### config.mk
export PLATFORM = sky130hd
export DESIGN_NAME = mult_share_arb_flat
export DESIGN_NICKNAME = d
export VERILOG_FILES = /design/src/rtl/mult_share_arb_pkg.sv /design/src/rtl/mult_share_arb_if.sv /design/src/rtl/mult_share_arb_rr_arbiter.sv /design/src/rtl/mult_share_arb.sv /design/src/flat_wrapper.sv
export SDC_FILE = /design/constraint.sdc
export NUM_CORES = 1
export LEC_CHECK = 0
export ABC_AREA = 1
export CORE_UTILIZATION = 38
export CTS_BUF_LIST = sky130_fd_sc_hd__clkbuf_8
export CTS_CLUSTER_DIAMETER = 150
export CTS_CLUSTER_SIZE = 30
export DETAILED_ROUTE_END_ITERATION = 8
export GPL_TIMING_DRIVEN = 0
export PLACE_DENSITY = 0.79
export SETUP_SLACK_MARGIN = 0.3
export SYNTH_ARGS = -nofsm -noshare
export SYNTH_HDL_FRONTEND = slang
export SYNTH_SLANG_ARGS = --single-unit
export TNS_END_PERCENT = 10
### constraint.sdc
create_clock -name clk -period 2.05 [get_ports clk]
set_clock_uncertainty 0.1 [all_clocks]
set_input_delay 0.41 -clock clk [delete_from_list [all_inputs] [get_ports clk]]
set_output_delay 0.41 -clock clk [all_outputs]
set_load 0.01 [all_outputs]
### src/rtl/mult_share_arb_pkg.sv
// mult_share_arb_pkg
//   Shared constants for the shared-multiplier arbiter slice: default
//   requester count, operand widths, multiplier latency, and the width of
//   the requester id carried alongside each operation.
package mult_share_arb_pkg;

    localparam int DEF_N_REQ   = 3;
    localparam int DEF_A_LEN   = 8;
    localparam int DEF_B_LEN   = 8;
    localparam int DEF_MUL_LAT = 4;

    // Id width for n requesters; a single requester still gets one bit so
    // every id vector has a legal nonzero width.
    function automatic int calc_tag_w(input int n);
        return (n > 1) ? $clog2(n) : 1;
    endfunction

    localparam int TAG_W = calc_tag_w(DEF_N_REQ);

endpackage

### src/rtl/mult_share_arb_if.sv
// mult_share_arb_if
//   Bundles the requester-side handshake and the external multiplier
//   operand/result buses of mult_share_arb.
//   Requester side : ce, req, a_in, b_in -> gnt, res, res_valid, err
//   Multiplier side: mul_A/mul_A_valid, mul_B/mul_B_valid out; mul_S/mul_S_valid in
//   Modports: slave  = the arbiter block
//             master = the environment (requesters + multiplier)
interface mult_share_arb_if
    import mult_share_arb_pkg::*;
#(
    parameter int N_REQ = DEF_N_REQ,
    parameter int A_LEN = DEF_A_LEN,
    parameter int B_LEN = DEF_B_LEN
);

    logic                     ce;
    logic [N_REQ-1:0]         req;
    logic [N_REQ*A_LEN-1:0]   a_in;
    logic [N_REQ*B_LEN-1:0]   b_in;
    logic [N_REQ-1:0]         gnt;
    logic [A_LEN+B_LEN-1:0]   res;
    logic [N_REQ-1:0]         res_valid;
    logic                     err;

    logic [A_LEN-1:0]         mul_A;
    logic                     mul_A_valid;
    logic [B_LEN-1:0]         mul_B;
    logic                     mul_B_valid;
    logic [A_LEN+B_LEN-1:0]   mul_S;
    logic                     mul_S_valid;

    modport slave (
        input  ce, req, a_in, b_in, mul_S, mul_S_valid,
        output gnt, res, res_valid, err,
               mul_A, mul_A_valid, mul_B, mul_B_valid
    );

    modport master (
        output ce, req, a_in, b_in, mul_S, mul_S_valid,
        input  gnt, res, res_valid, err,
               mul_A, mul_A_valid, mul_B, mul_B_valid
    );

endinterface

### src/rtl/mult_share_arb_rr_arbiter.sv
// rr_arbiter
//   Purely combinational round-robin selector. Scans req starting at
//   position ptr and wrapping, granting the first active requester.
//   Ports: req (N_REQ) request vector, ptr (TW) scan start position,
//          gnt (N_REQ) one-hot grant, id (TW) binary index of the grant.
//   ptr must be below N_REQ.
module rr_arbiter
    import mult_share_arb_pkg::*;
#(
    parameter int N_REQ = DEF_N_REQ,
    parameter int TW    = TAG_W
) (
    input  logic [N_REQ-1:0] req,
    input  logic [TW-1:0]    ptr,
    output logic [N_REQ-1:0] gnt,
    output logic [TW-1:0]    id
);

    int   idx;
    logic found;

    always_comb begin
        // NOTE: every variable written here gets a default first, so no path
        // leaves one unassigned and no latch is inferred.
        gnt   = '0;
        id    = '0;
        idx   = 0;
        found = 1'b0;
        for (int k = 0; k < N_REQ; k++) begin
            // ptr < N_REQ, so one conditional subtract implements the wrap.
            idx = int'(ptr) + k;
            if (idx >= N_REQ) begin
                idx = idx - N_REQ;
            end
            if (!found && req[idx]) begin
                gnt[idx] = 1'b1;
                id       = TW'(idx);
                found    = 1'b1;
            end
        end
    end

endmodule

### src/rtl/mult_share_arb.sv
// mult_share_arb
//   Time-shares one external pipelined unsigned multiplier among N_REQ
//   requesters. Each ce-cycle at most one requester is granted round-robin;
//   its operands are registered onto mul_A/mul_B with a one-cycle valid.
//   A (valid, id) tag rides a MUL_LAT-deep shift pipe in lockstep with the
//   multiplier so the returning product can be steered to its owner.
//   Ports: clk, rst_n (async, active-low)
//          bus  : mult_share_arb_if.slave (requester + multiplier buses)
module mult_share_arb
    import mult_share_arb_pkg::*;
#(
    parameter int N_REQ   = DEF_N_REQ,
    parameter int A_LEN   = DEF_A_LEN,
    parameter int B_LEN   = DEF_B_LEN,
    parameter int MUL_LAT = DEF_MUL_LAT
) (
    input  logic                  clk,
    input  logic                  rst_n,
    mult_share_arb_if.slave       bus
);

    localparam int TW = calc_tag_w(N_REQ);

    logic [N_REQ-1:0]              req_eff;
    logic [N_REQ-1:0]              arb_gnt;
    logic [TW-1:0]                 arb_id;
    logic                          grant;
    logic [TW-1:0]                 ptr;
    logic [TW-1:0]                 ptr_next;

    logic [A_LEN-1:0]              mul_a_q;
    logic [B_LEN-1:0]              mul_b_q;
    logic                          issue_vld;
    logic [TW-1:0]                 issue_id;

    logic [MUL_LAT-1:0]            tag_vld;
    logic [MUL_LAT-1:0][TW-1:0]    tag_id;
    logic                          tag_out_vld;
    logic [TW-1:0]                 tag_out_id;
    logic                          err_q;

    // Requests are masked while stalled or in reset so gnt is quiet then.
    assign req_eff = (rst_n && bus.ce) ? bus.req : '0;

    rr_arbiter #(
        .N_REQ (N_REQ),
        .TW    (TW)
    ) u_arb (
        .req (req_eff),
        .ptr (ptr),
        .gnt (arb_gnt),
        .id  (arb_id)
    );

    assign bus.gnt = arb_gnt;
    assign grant   = |arb_gnt;
    assign ptr_next = (arb_id == TW'(N_REQ - 1)) ? '0 : arb_id + TW'(1);

    // Issue stage and tag pipe. The issue register lines up with the
    // multiplier input; the tag pipe then matches the multiplier's MUL_LAT
    // stages, giving 1+MUL_LAT ce-cycles from gnt to result.
    always_ff @(posedge clk or negedge rst_n) begin
        // NOTE: sequential state uses non-blocking assignments so every
        // register samples pre-edge values regardless of statement order.
        if (!rst_n) begin
            ptr       <= '0;
            mul_a_q   <= '0;
            mul_b_q   <= '0;
            issue_vld <= 1'b0;
            issue_id  <= '0;
            // NOTE: the tag pipe is a shift register that must be reset:
            // stale valid bits would otherwise produce results for
            // operations discarded by the reset.
            tag_vld   <= '0;
            tag_id    <= '0;
            err_q     <= 1'b0;
        end else if (bus.ce) begin
            issue_vld <= grant;
            if (grant) begin
                ptr      <= ptr_next;
                mul_a_q  <= bus.a_in[int'(arb_id)*A_LEN +: A_LEN];
                mul_b_q  <= bus.b_in[int'(arb_id)*B_LEN +: B_LEN];
                issue_id <= arb_id;
            end

            tag_vld[0] <= issue_vld;
            tag_id[0]  <= issue_id;
            for (int i = 1; i < MUL_LAT; i++) begin
                tag_vld[i] <= tag_vld[i-1];
                tag_id[i]  <= tag_id[i-1];
            end

            // A result without a tag, or a tag without a result, means the
            // multiplier latency does not match MUL_LAT.
            if (tag_out_vld != bus.mul_S_valid) begin
                err_q <= 1'b1;
            end
        end
    end

    assign tag_out_vld = tag_vld[MUL_LAT-1];
    assign tag_out_id  = tag_id[MUL_LAT-1];

    assign bus.mul_A       = mul_a_q;
    assign bus.mul_B       = mul_b_q;
    assign bus.mul_A_valid = issue_vld;
    assign bus.mul_B_valid = issue_vld;
    assign bus.res         = bus.mul_S;
    assign bus.err         = err_q;

    // Steer the returning product to its owner. Gated by ce so a result
    // parked at the pipe output during a stall is presented only once.
    always_comb begin
        bus.res_valid = '0;
        if (rst_n && bus.ce && tag_out_vld && bus.mul_S_valid) begin
            bus.res_valid[tag_out_id] = 1'b1;
        end
    end

endmodule

### src/flat_wrapper.sv
// flat-port wrapper written by rule: the top's interface ports become plain ports
module mult_share_arb_flat import mult_share_arb_pkg::*;
#(
    parameter int N_REQ   = DEF_N_REQ,
    parameter int A_LEN   = DEF_A_LEN,
    parameter int B_LEN   = DEF_B_LEN,
    parameter int MUL_LAT = DEF_MUL_LAT
)
  (clk, rst_n, bus_ce, bus_req, bus_a_in, bus_b_in, bus_mul_S, bus_mul_S_valid, bus_gnt, bus_res, bus_res_valid, bus_err, bus_mul_A, bus_mul_A_valid, bus_mul_B, bus_mul_B_valid);
  mult_share_arb_if #(.N_REQ(N_REQ), .A_LEN(A_LEN), .B_LEN(B_LEN)) bus_i ();
  input  logic clk;
  input  logic rst_n;
  input wire logic [$bits(bus_i.ce)-1:0] bus_ce;
  input wire logic [$bits(bus_i.req)-1:0] bus_req;
  input wire logic [$bits(bus_i.a_in)-1:0] bus_a_in;
  input wire logic [$bits(bus_i.b_in)-1:0] bus_b_in;
  input wire logic [$bits(bus_i.mul_S)-1:0] bus_mul_S;
  input wire logic [$bits(bus_i.mul_S_valid)-1:0] bus_mul_S_valid;
  output wire logic [$bits(bus_i.gnt)-1:0] bus_gnt;
  output wire logic [$bits(bus_i.res)-1:0] bus_res;
  output wire logic [$bits(bus_i.res_valid)-1:0] bus_res_valid;
  output wire logic [$bits(bus_i.err)-1:0] bus_err;
  output wire logic [$bits(bus_i.mul_A)-1:0] bus_mul_A;
  output wire logic [$bits(bus_i.mul_A_valid)-1:0] bus_mul_A_valid;
  output wire logic [$bits(bus_i.mul_B)-1:0] bus_mul_B;
  output wire logic [$bits(bus_i.mul_B_valid)-1:0] bus_mul_B_valid;
  assign bus_i.ce = bus_ce;
  assign bus_i.req = bus_req;
  assign bus_i.a_in = bus_a_in;
  assign bus_i.b_in = bus_b_in;
  assign bus_i.mul_S = bus_mul_S;
  assign bus_i.mul_S_valid = bus_mul_S_valid;
  assign bus_gnt = bus_i.gnt;
  assign bus_res = bus_i.res;
  assign bus_res_valid = bus_i.res_valid;
  assign bus_err = bus_i.err;
  assign bus_mul_A = bus_i.mul_A;
  assign bus_mul_A_valid = bus_i.mul_A_valid;
  assign bus_mul_B = bus_i.mul_B;
  assign bus_mul_B_valid = bus_i.mul_B_valid;
  mult_share_arb #(.N_REQ(N_REQ), .A_LEN(A_LEN), .B_LEN(B_LEN), .MUL_LAT(MUL_LAT)) u_core (.clk(clk), .rst_n(rst_n), .bus(bus_i));
endmodule
Word level (Yosys, flattened, before mapping)
Index checks and enable logic that the tools add are counted.
{"block": "word_totals", "in_bits": 71, "output_inout_bits": 41, "regBits": 34, "wordCells": 79}
{"block": "classes", "n_eq_ne": 2, "n_bitwise": 2, "n_addsub": 6, "magnitude_cmp": 11, "n_reduce_logical": 14, "muxes": 31, "n_shift": 2}
{"op": "$ge 32x1->1 const B", "count": 3}
{"op": "$lt 32x4->1 const B", "count": 3}
{"op": "$mux 32", "count": 3}
{"op": "$shiftx 24x6->8", "count": 2}
{"op": "$mux 3", "count": 5}
{"op": "$mux 1", "count": 12}
{"op": "$logic_and 1x1->1", "count": 9}
{"op": "$demux 1 s2", "count": 4}
{"op": "$mux 2", "count": 4}
{"op": "$sub 3x2->4 const B", "count": 2}
{"op": "$bmux 1 s2", "count": 3}
{"op": "$ge 3x2->1 const B", "count": 2}
{"op": "$or 3x3->3", "count": 2}
{"op": "$reduce_and 2->1", "count": 2}
{"op": "$add 2x1->3 const B", "count": 1}
{"op": "$add 2x2->3 const B", "count": 1}
{"op": "$lt 2x3->1 const B", "count": 1}
{"op": "$reduce_or 3->1", "count": 1}
{"op": "$sub 2x2->3 const B", "count": 1}
{"op": "$add 2x1->2 const B", "count": 1}
{"op": "$eq 2x2->1 const B", "count": 1}
{"op": "$ge 2x1->1 const B", "count": 1}
{"op": "$ge 2x2->1 const B", "count": 1}
{"op": "$logic_not 1->1", "count": 2}
{"op": "$ne 1x1->1", "count": 1}

Longest topological paths before layout
{"block": "logic_depth", "ltp_word": 14, "ltp_mapped": 18, "ltp_nobuf": 17}

By module
From an unflattened synthesis, not the netlist that was laid out.
{"block": "hier_totals", "cells_unflattened": 299, "area_unflattened_um2": 2213.4}
{"module": "mult_share_arb", "area_per_inst_um2": 1896.8, "instances": 1, "cells_each": 237, "seq_area_each_um2": 850.8}
{"module": "rr_arbiter", "area_per_inst_um2": 316.6, "instances": 1, "cells_each": 62, "seq_area_each_um2": 0.0}

Worst setup path after synthesis
OpenSTA, ideal clock, no wires.
{"block": "synth_path", "path_kind": "reg2out", "start": "reg u_core.ptr[0]", "end": "out bus_gnt[2]", "stages_incl_launch_ff": 12, "t_arrival_ns": 1.772, "path_slack_ns": -0.232, "n_path_buf": 1, "required_time_ns": 1.540, "cell_sequence": "dfrtp_1 -> inv_1 -> ha_1 -> inv_1 -> nand4_1 -> nand3_1 -> nand2_2 -> nand3_4 -> nor2_2 -> nor2_4 -> buf_2 -> inv_1"}
{"block": "synth_via", "elab_chain_cells": 12, "word_cells_on_any_way": 46, "classes_between": "add/sub (5); order compare (9); mux (23); bitwise (2); reduce/logical (7)"}
{"item": "start, declared", "line_no": "mult_share_arb.sv:28", "source": "logic [TW-1:0] ptr;"}
{"item": "start signal, assigned", "line_no": "mult_share_arb.sv:80", "source": "ptr <= ptr_next;"}
{"item": "branches (longest 11 deep; another with $ge 32x1->1)"}
{"item": "$mux 3 *", "line_no": "mult_share_arb_rr_arbiter.sv:35", "source": "if (!found && req[idx]) begin"}
{"item": "end, declared", "line_no": "flat_wrapper.sv:19", "source": "output wire logic [$bits(bus_i.gnt)-1:0] bus_gnt;"}
Mark *: on every way between the ends. The select of a mux whose other input is x is not followed.

Worst setup path in the final report
{"block": "layout_path", "start": "reg u_core.ptr[1]", "end": "out bus_gnt[2]"}
The elaborated chain is that of the path after synthesis.

==> run metrics <==
Area Growth Syn to Fin=64.1%; htree depth=2; DP Cell Count=495; worst hold path type=reg2reg; prevailing post-synth register cell=dfrtp_1; Inserted Clock Buffers=5; fin worst setup slack=-0.442 ns; Fmax achieved=0.401 GHz; Req. time, crit path=1.54 ns; share of post-route cells with drive strength above 1=24.3%; global-route wire length before repair=11000 µm; placed inst area=0.00341 mm²; routed vias=2542; Final Util=64.6%; Avg WL per Cell=12.6 µm; Pwr per Cell Area=1310 mW/mm²; GP Congestion=0.779; number of global-route vias before repair=2458; RSZ-0062 raised after global routing=true; Yosys Warn Count=0; Synth Instances=325; crit start category=flip-flop; core area=0.00589 mm²; final instance area=0.00380 mm²; Worst VDD drop=0.802 mV; Hold Fails Final Rpt=0; count of different cell masters after synthesis=24; Crit Path Max Fanout=4; grt ovf=0; status=complete, but fails checks; max-slew violation total from the final report=0; first drt pass iteration count=4; worst path cell trace=inv_2 -> ha_4 -> buf_4 -> nand4_1 -> nand3_2 -> nand2_4 -> nand3_4 -> nor2_4 -> nor2_4 -> buf_6 -> inv_4 -> buf_6; hpwl dp=4550 µm; failing checks=setup timing; final setup fails=24; post-layout net count=527; vias per std cell=4.81; synthesized area=0.00232 mm²; DRC viols=0; clock sinks=34; die area=0.00641 mm²; Routed WL=6630 µm; CP max stage cell=dfrtp_2; die width=80.1 µm; largest net degree at the start of global routing=35; DR iter-0 viols=113; CTS clk-pin slew, worst paths=0.08 ns; final non-filler cell total=528; floorplan row count=28; CTS tree=yes; Post-synth EDFFs=0; syn_nets=400; Max stage delay on crit path=0.41 ns; worst skew pair latency=0.29 ns; Avg Inst Size Synth=7.13 µm²; Leak=1.94 nW; ANT cells=0; post-synth top area share=36.7%; I/O pin cnt=112; Initial Util=39.4%; DIE HEIGHT=80.1 µm; largest cells by area after synthesis=dfrtp_1 37%, nand2_1 20%, nand3_1 12%; register bit total from synthesis=34; Period Utilization, post-route=122%; Slew Limit Headroom=73.8%; Critical Path End Type=primary output; min cycle time layout=2.49 ns; crit path DAT=1.98 ns; Clock Tree Root=clkbuf_8; initial antenna violation count=0; Async S/R FF share, synth=100%; IO buf count=95; Tot GR Track Use=22.1%; slew of the pin with the lowest slew margin=0.394 ns; Max Cap Viol=0; area leader, netlist=dfrtp_1; post-synthesis sequential area ratio=36.7%; clk buf depth=2; cell family with most CP delay=simple AND/OR/NAND/NOR gates; Final ANT Viol Nets=0; sum of buffers and inverters on the critical path=5; CP Class=reg2out
what timing repair did:
item | in CTS | in global routing
hold endpoints to repair | 34 | 0
hold buffers | 2 | 0
setup endpoints to repair | 29 | 33
setup buffers | 12 | 11
resized for setup | 51 | 14
pin swaps | 9 | 14
gates cloned | 0 | 0
layout by cell type, fill, tap and decap left out, types with 2 or more instances in the layout:
master,count
ha_1,2
o21ai_0,10
nand2_4,4
nor2_4,9
o21ai_4,2
clkbuf_1,2
dlygate4sd2_1,2
nor2_2,2
buf_6,9
clkbuf_8,6
dfrtp_1,32
inv_4,3
dlymetal6s2s_1,7
nand3_2,3
nand4_1,8
nand3_1,53
clkbuf_2,2
nor3_1,3
inv_2,5
clkdlybuf4s50_1,77
buf_2,5
ha_4,2
inv_1,23
dfrtp_2,2
nand2_2,7
nand2_1,120
buf_4,42
worst paths after layout:
path                                           startpoint                         endpoint  slack, ns  cells after the start
min                        u_core.issue_id[1]$_DFFE_PN0P_     u_core.tag_id[1]$_DFFE_PN0P_       0.38                      2
min in group asynchronous                           rst_n  u_core.bus.mul_B[1]$_DFFE_PN0P_       0.56                      3
max reg2reg                     u_core.ptr[1]$_DFFE_PN0P_  u_core.bus.mul_B[7]$_DFFE_PN0P_      -0.33                     16
min reg2reg                u_core.issue_id[1]$_DFFE_PN0P_     u_core.tag_id[1]$_DFFE_PN0P_       0.38                      2
max                             u_core.ptr[1]$_DFFE_PN0P_                       bus_gnt[2]      -0.44                     12
max in group asynchronous                           rst_n        u_core.ptr[1]$_DFFE_PN0P_       1.10                      3
layout make-up:
| cell class | instances | area [µm²] |
|---|---|---|
| clock inverter | 2 | 12.5 |
| inverter | 31 | 124 |
| multi-input combinational | 230 | 1230 |
| sequential | 34 | 853 |
| timing repair buffer | 120 | 1170 |
| clock buffer | 6 | 82.6 |
| tap | 75 | 93.8 |
| buffer | 30 | 240 |
| fill | 502 | 2080 |
power breakdown:
| group | leakage, nW | switching, W | internal (W) |
|---|---|---|---|
| logic | 1.47 | 0.00180 | 0.00154 |
| registers | 0.430 | 0.000155 | 0.000956 |
| clock network | 0.0472 | 0.000265 | 0.000270 |
| total | 1.94 | 0.00222 | 0.00277 |
cells by family (layout without fill, tap and decap cells):
logic type / Yosys count / after routing / synth area share [%]
XOR/XNOR: 1 / 1 / 0.378
flip-flops: 34 / 34 / 36.7
AO/OA/AOI/OAI: 13 / 13 / 3.40
AND/OR/NAND/NOR: 212 / 212 / 43.1
adder cells (fa/ha/maj): 4 / 4 / 2.16
buffers and inverters: 61 / 189 / 14.3
sequential cells by signal, summed over array words and instances (netlist names):
register,cells
u_core.ptr,2
u_core.bus.mul_B,8
u_core.bus.err,1
u_core.tag_out_id,2
u_core.issue_id,2
u_core.tag_vld,4
u_core.tag_id,6
u_core.bus.mul_A,8
u_core.bus.mul_A_valid,1
metrics by stage:
| step | setup TNS (ns) | hold WS [ns] | total power, W | setup WS (ns) |
|---|---|---|---|---|
| detailed placement | -24.12 | 0.360 | 0.00402 | -1.32 |
| finish | -6.63 | 0.379 | 0.00498 | -0.442 |
| CTS | -6.26 | 0.378 | 0.00482 | -0.457 |
| floorplan | -0.0142 | 0.0144 | 0.00303 | -0.0142 |
| global placement | -60.86 | 0.354 | 0.00395 | -2.31 |
| global route | -9.37 | 0.401 | 0.00541 | -0.536 |
routing by layer:
layer | routed length, µm | GRT usage [%] | share of wire (%)
met2 | 3420 | 38.6 | 52
met3 | 415 | 5.34 | 6.3
met5 | 0 | 0 | 0
met4 | 160 | 9.82 | 2.4
met1 | 2630 | 25.6 | 40
synthesized netlist by cell type (2+ instances only):
cell / count
nor2_2: 4
clkbuf_1: 3
dfrtp_1: 34
nor3_1: 3
nand3_1: 56
ha_1: 4
buf_4: 22
buf_6: 2
nand4_1: 8
nand2_4: 2
nand2_2: 6
nand2_1: 123
inv_2: 2
buf_2: 3
nor2_1: 3
o21ai_0: 10
inv_1: 29
nor2_4: 5
worst register-to-register path, delay by kind of cell (launching register included):
family,cells,cell delay [ns]
buffers and inverters,5,0.65
DFF,1,0.41
and+or+nand+nor,9,0.74
adders and majority gates,1,0.17
AOI/OAI and AO/OA,1,0.20
(Power assumes the default switching activity.)
